### src/rtl/pe_array_sched_pkg.sv
// Shared types and default sizing for the PE-array column scheduler.
package pe_sched_pkg;

  localparam int NUM_PE      = 8;
  localparam int COL_W       = 5;
  localparam int X_BASE      = 16;
  localparam int TIMEOUT_CYC = 255;

  typedef enum logic [2:0] {
    IDLE,
    COMPUTE,
    RESULT,
    CLEAR,
    DONE
  } sched_state_e;

endpackage

### src/rtl/pe_array_sched_watchdog.sv
// Per-phase watchdog.
// Counts cycles while enabled and is restarted by clear.
// Flags expiry on the cycle whose edge would bring the count to TIMEOUT_CYC.
module pe_watchdog #(
  parameter int TIMEOUT_CYC = pe_sched_pkg::TIMEOUT_CYC
) (
  input  logic clk,
  input  logic reset,
  input  logic clear,
  input  logic enable,
  output logic expire
);
  import pe_sched_pkg::*;

  localparam int CW = $clog2(TIMEOUT_CYC + 1);

  logic [CW-1:0] cnt_q;
  logic [CW-1:0] cnt_d;

  // Next count: restart on clear, otherwise count up while enabled and saturate at the limit.
  always_comb begin
    cnt_d = cnt_q;
    if (clear) begin
      cnt_d = '0;
    end else if (enable && (cnt_q != CW'(TIMEOUT_CYC))) begin
      cnt_d = cnt_q + CW'(1);
    end
  end

  // Counter register with synchronous reset.
  always_ff @(posedge clk) begin
    if (reset) begin
      cnt_q <= '0;
    end else begin
      cnt_q <= cnt_d;
    end
  end

  // Expiry depends only on the registered count, so the scheduler can use it in next-state logic.
  // That logic also drives clear, and this keeps the path free of a combinational loop.
  assign expire = enable && (cnt_q == CW'(TIMEOUT_CYC - 1));

endmodule

### src/rtl/pe_array_sched.sv
// Column scheduler for the PE vector array.
// Walks the output columns and enables the PEs until every PE reports valid.
// Hands each column result downstream, then waits for the PEs to clear before advancing.
module pe_array_sched #(
  parameter int NUM_PE      = pe_sched_pkg::NUM_PE,
  parameter int COL_W       = pe_sched_pkg::COL_W,
  parameter int X_BASE      = pe_sched_pkg::X_BASE,
  parameter int TIMEOUT_CYC = pe_sched_pkg::TIMEOUT_CYC
) (
  input  logic              CLK,
  input  logic              RESET,
  input  logic              start,
  input  logic              abort,
  input  logic [COL_W:0]    num_cols,
  input  logic [NUM_PE-1:0] pe_valid,
  input  logic              res_ready,
  output logic              pe_enable,
  output logic [COL_W-1:0]  col_idx,
  output logic              k_bank_sel,
  output logic [COL_W-1:0]  x_addr,
  output logic              res_valid,
  output logic [COL_W-1:0]  res_col,
  output logic              busy,
  output logic              done,
  output logic              timeout_err
);
  import pe_sched_pkg::*;

  localparam int NUM_COLS = 2 ** COL_W;

  sched_state_e   state_q, state_d;
  logic [COL_W:0]   count_q, count_d;
  logic [COL_W-1:0] col_idx_q, col_idx_d;
  logic [COL_W-1:0] res_col_q, res_col_d;
  logic             timeout_err_q, timeout_err_d;
  logic             pe_enable_q, pe_enable_d;
  logic             res_valid_q, res_valid_d;
  logic             busy_q, busy_d;
  logic             done_q, done_d;

  logic           wd_clear;
  logic           wd_enable;
  logic           wd_expire;
  logic [COL_W:0] eff_count;
  logic           is_last;

  // A latched count of zero means a full sweep.
  // The last column is also capped at NUM_COLS-1 so col_idx can never wrap.
  assign eff_count = (count_q == '0) ? (COL_W + 1)'(NUM_COLS) : count_q;
  assign is_last   = (({1'b0, col_idx_q} + (COL_W + 1)'(1)) >= eff_count) ||
                     (col_idx_q == COL_W'(NUM_COLS - 1));

  // Next-state logic.
  // Priority order: abort, then watchdog expiry, then normal progress.
  // Registered outputs are derived from the next state.
  always_comb begin
    state_d       = state_q;
    count_d       = count_q;
    col_idx_d     = col_idx_q;
    res_col_d     = res_col_q;
    timeout_err_d = timeout_err_q;
    unique case (state_q)
      IDLE: begin
        if (start && !abort) begin
          state_d       = COMPUTE;
          count_d       = num_cols;
          col_idx_d     = '0;
          timeout_err_d = 1'b0;
        end
      end
      COMPUTE: begin
        if (abort) begin
          state_d = DONE;
        end else if (wd_expire) begin
          state_d       = DONE;
          timeout_err_d = 1'b1;
        end else if (&pe_valid) begin
          state_d   = RESULT;
          res_col_d = col_idx_q;
        end
      end
      RESULT: begin
        if (abort) begin
          state_d = DONE;
        end else if (res_ready) begin
          state_d = CLEAR;
        end
      end
      CLEAR: begin
        if (abort) begin
          state_d = DONE;
        end else if (wd_expire) begin
          state_d       = DONE;
          timeout_err_d = 1'b1;
        end else if (pe_valid == '0) begin
          if (is_last) begin
            state_d = DONE;
          end else begin
            state_d   = COMPUTE;
            col_idx_d = col_idx_q + COL_W'(1);
          end
        end
      end
      DONE: begin
        state_d = IDLE;
      end
      default: begin
        state_d = IDLE;
      end
    endcase
    pe_enable_d = (state_d == COMPUTE);
    res_valid_d = (state_d == RESULT);
    busy_d      = (state_d != IDLE);
    done_d      = (state_d == DONE);
  end

  // The watchdog restarts on every state change.
  // It only counts while the scheduler waits on the PEs.
  assign wd_clear  = (state_d != state_q);
  assign wd_enable = (state_q == COMPUTE) || (state_q == CLEAR);

  pe_watchdog #(
    .TIMEOUT_CYC(TIMEOUT_CYC)
  ) u_watchdog (
    .clk   (CLK),
    .reset (RESET),
    .clear (wd_clear),
    .enable(wd_enable),
    .expire(wd_expire)
  );

  // State and output registers with synchronous reset.
  always_ff @(posedge CLK) begin
    if (RESET) begin
      state_q       <= IDLE;
      count_q       <= '0;
      col_idx_q     <= '0;
      res_col_q     <= '0;
      timeout_err_q <= 1'b0;
      pe_enable_q   <= 1'b0;
      res_valid_q   <= 1'b0;
      busy_q        <= 1'b0;
      done_q        <= 1'b0;
    end else begin
      state_q       <= state_d;
      count_q       <= count_d;
      col_idx_q     <= col_idx_d;
      res_col_q     <= res_col_d;
      timeout_err_q <= timeout_err_d;
      pe_enable_q   <= pe_enable_d;
      res_valid_q   <= res_valid_d;
      busy_q        <= busy_d;
      done_q        <= done_d;
    end
  end

  // Memory addressing follows the registered column while a run is active.
  // It reads as zero when idle, so reset leaves every output at zero.
  assign k_bank_sel  = busy_q & col_idx_q[0];
  assign x_addr      = busy_q ? (COL_W'(X_BASE) + (col_idx_q >> 1)) : '0;
  assign pe_enable   = pe_enable_q;
  assign col_idx     = col_idx_q;
  assign res_valid   = res_valid_q;
  assign res_col     = res_col_q;
  assign busy        = busy_q;
  assign done        = done_q;
  assign timeout_err = timeout_err_q;

endmodule

### config.mk
export PLATFORM = sky130hd
export DESIGN_NAME = pe_array_sched
export DESIGN_NICKNAME = d
export VERILOG_FILES = /design/src/rtl/pe_array_sched_pkg.sv /design/src/rtl/pe_array_sched_watchdog.sv /design/src/rtl/pe_array_sched.sv
export SDC_FILE = /design/constraint.sdc
export NUM_CORES = 1
export LEC_CHECK = 0
export CORE_ASPECT_RATIO = 0.9
export CORE_MARGIN = 1.5
export CORE_UTILIZATION = 50
export CTS_CLUSTER_DIAMETER = 40
export DETAILED_ROUTE_END_ITERATION = 12
export GPL_ROUTABILITY_DRIVEN = 0
export GPL_TIMING_DRIVEN = 0
export PLACE_DENSITY = 0.87
export SKIP_CTS_REPAIR_TIMING = 1
export SLEW_MARGIN = 20
export SYNTH_ARGS = -nofsm -noshare
export SYNTH_HDL_FRONTEND = slang
export SYNTH_SLANG_ARGS = --single-unit
### constraint.sdc
create_clock -name CLK -period 3.15 [get_ports CLK]
set_input_delay 0.63 -clock CLK [delete_from_list [all_inputs] [get_ports CLK]]
set_output_delay 0.63 -clock CLK [all_outputs]
set_load 0.1 [all_outputs]
==> flow_metrics.env <==
export IMPL_num_vias=1590
export IMPL_cts_sinks=32
export IMPL_regToRegEndpoint="pe_enable"
export IMPL_use_met3_pct=5.703
export IMPL_die_area_sq_um=3863
export IMPL_skew_ps=8.667
export IMPL_power_per_cell_area_nw_per_um2=386.6
export IMPL_multi_input_area_sq_um=1044
export IMPL_rsz0062_at_grt="no"
export IMPL_rr_worst_depth=10
export IMPL_use_met2_pct=32.94
export IMPL_synthesis_nets=226
export IMPL_hp_class="reg -> reg"
export IMPL_p_sw_w=0.0002033
export IMPL_synthArstFlopShare_pct=0
export IMPL_grt_overflow_total=0
export IMPL_swShare_pct=22.91
export IMPL_whs_ps=496.4
export IMPL_rr_startpoint="col_idx[0]"
export IMPL_tns_ps=0
export IMPL_cp_cell_sequence="ha_1 -> and3_1 -> ha_1 -> ha_1 -> a211oi_1 -> o21ai_0 -> a21o_1 -> a32o_1 -> buf_2 -> nor4b_1"
export IMPL_avgSynthCellArea_sq_um=8.879
export IMPL_hp_start="res_col[1]"
export IMPL_post_synth_top_count_cell="dfxtp_1"
export IMPL_gr_max_usage_layer="met2"
export IMPL_hpwlAfterDp_um=2820
export IMPL_portBuffers=38
export IMPL_first_iter_violations=57
export IMPL_drc=0
export IMPL_crit_path_top_delay_cell="dfxtp_2"
export IMPL_firstDrtPassIters=4
export IMPL_clk_pin_slew_ps=70
export IMPL_fmax_mhz=364.4
export IMPL_fp_dieH_um=59.11
export IMPL_antenna_found_initial=0
export IMPL_internal_power_w=0.0006842
export IMPL_maxSlewViolCount=0
export IMPL_coreArea_sq_um=3353
export IMPL_start_util_pct=52.16
export IMPL_finalWirelength_um=3953
export IMPL_synth_top_area_share_pct=36.62
export IMPL_reg2reg_slack_ps=410
export IMPL_cts_tree="yes"
export IMPL_diodes=0
export IMPL_track_usage_pct=21.91
export IMPL_met1_usage_pct=28.93
export IMPL_seqCellArea_sq_um=644.4
export IMPL_slew_headroom_pct=35.25
export IMPL_cts_root_buf="clkbuf_8"
export IMPL_critPathBufInv=1
export IMPL_crit_path_max_fanout=9
export IMPL_io_pins=40
export IMPL_synth_seq_area_share_pct=36.62
export IMPL_setup_viol=0
export IMPL_worstMarginPinSlew_ps=968.2
export IMPL_worst_setup_path_end_kind="register"
export IMPL_grt_pass1_vias=1429
export IMPL_fin_crit_ps=2744
export IMPL_detail_route_antenna_nets=0
export IMPL_seqPwrFrac_pct=46.7
export IMPL_crit_path_frequent_cell="ha_1"
export IMPL_fp_dieW_um=65.35
export IMPL_crit_type="reg -> reg"
export IMPL_final_fill_count=287
export IMPL_synthFlopType="dfxtp_1"
export IMPL_synthTopCellsByCount="dfxtp_1, nor2_1, nand2_1, mux2i_1"
export IMPL_clock_path_buffers=2
export IMPL_p_comb_share_pct=9.8
export IMPL_fin_util_pct=68.47
export IMPL_rows=20
export IMPL_arrival_ps=2930
export IMPL_min_path_cells=2
export IMPL_h_tree_depth=2
export IMPL_netlist_area_sq_um=1749
export IMPL_grt_max_degree=11
export IMPL_yosys_top_cells_area="dfxtp_1, ha_1, mux2i_1, nor2_1, a21oi_1"
export IMPL_outcome="finished clean"
export IMPL_cap_violations=0
export IMPL_synth_seq_cells=32
export IMPL_grt_pass1_wl_um=6327
export IMPL_min_period_over_period_pct=87.13
export IMPL_syn_inst=197
export IMPL_hold_viol_final=0
export IMPL_fin_nets=271
export IMPL_numCtsBuffers=5
export IMPL_viasPerCell=5.540
export IMPL_crit_required_ps=3340
export IMPL_vdd_drop_max_mv=0.2831
export IMPL_hold_path_end="res_col[1]"
export IMPL_area_delta_synth_final_pct=31.26
export IMPL_synth_edf_count=0
export IMPL_ys_types=45
export IMPL_drive_gt1_share_pct=10.29
export IMPL_wl_per_cell_um=13.77
export IMPL_ys_warnings_count=0
export IMPL_max_stage_delay_ps=360
export IMPL_p_leak_nw=0.9017
export IMPL_clkPwrFrac_pct=43.5
export IMPL_crit_family="compound AO/OA/AOI/OAI gates"
export IMPL_start_kind="register"
export IMPL_synth_top_cell_by_area="dfxtp_1"
export IMPL_clk_latency_ps=290
==> worst register-to-register path: stages (launching register included) <==
cell      delay, ps
dfxtp_2         360
ha_1            220
and3_1          180
ha_1            290
ha_1            200
a211oi_1        220
o21ai_0         230
a21o_1          230
a32o_1          220
buf_2           180
nor4b_1         310
==> stage by stage <==
step	instances	cell area, sq um	setup slack [ps]	total power, W
after CTS	287	2296	382.2	0.0008920
after detailed placement	279	2188	406.5	0.0005088
final	287	2296	405.5	0.0008875
after floorplan	197	1753	125.7	0.0004724
after global placement	279	2188	438.0	0.0005069
after global routing	287	2296	129.6	0.0009153
==> worst max path at each step <==
stage	end	slack, ps	depth (start not counted)	startpoint
3_3_place_gp	busy	440	6	pe_valid[1]
6_report	pe_enable	410	10	col_idx[0]
3_5_place_dp	col_idx[3]	410	6	pe_valid[5]
2_1_floorplan	u_watchdog.cnt_q[1]	130	9	col_idx[3]
5_1_grt	col_idx[2]	130	9	col_idx[0]
4_1_cts	pe_enable	380	10	col_idx[0]
==> state kept, by name, indices dropped and copies added (netlist names) <==
signal            flops
res_valid             1
count_q               6
busy                  1
timeout_err           1
done                  1
res_col               5
pe_enable             1
u_watchdog.cnt_q      8
col_idx               5
state_q               3
==> layout by cell type, fill, tap and decap left out, types with 5 or more instances in the layout <==
master           instances
a21oi_1                 10
and2_1                   8
clkbuf_8                 5
clkdlybuf4s50_1         38
dfxtp_1                 29
ha_1                    10
inv_1                    6
mux2i_1                 11
nand2_1                 12
nand3b_1                 5
nand4_1                  5
nor2_1                  25
nor3_1                   9
o21ai_0                  6
xor2_1                   5
==> area by class of cell <==
type                    instances  share of cell area [%]
clock buffers                   6                   3.161
clock inverters                 2                   1.526
well taps                      44                   2.398
flip-flops and latches         32                   28.07
plain buffers                   8                   1.853
multi-input cells             151                   45.45
inverters                       6                  0.9809
repair buffers                 38                   16.57
==> power by group through the flow <==
stage                     Sequential [W]  Clock [W]  Combinational (W)
final                           0.000415   0.000386          0.0000866
after global routing            0.000415   0.000406          0.0000937
after CTS                       0.000415   0.000391          0.0000863
after detailed placement        0.000424          0          0.0000852
after global placement          0.000423          0          0.0000834
after floorplan                 0.000428          0          0.0000445
==> logic make-up (layout without fill, tap and decap cells) <==
kind of cell	after synthesis	count (layout)	share of synthesized area [%]
AOI/OAI and AO/OA	33	33	14.52
xor gates and xnor gates	7	7	3.505
adders and majority gates	10	10	7.153
buffers and inverters	14	60	3.719
DFF	32	32	36.62
muxes	11	11	6.295
and+or+nand+nor	90	90	28.18
==> per-layer routing <==
metal / vias to the layer above / share of wire (%)
li1: 795 / -
met1: 729 / 47
met2: 61 / 43
met3: 5 / 7.8
met4: 0 / 1.4
met5: - / 0
No activity file was read; power rests on OpenSTA's default activity.
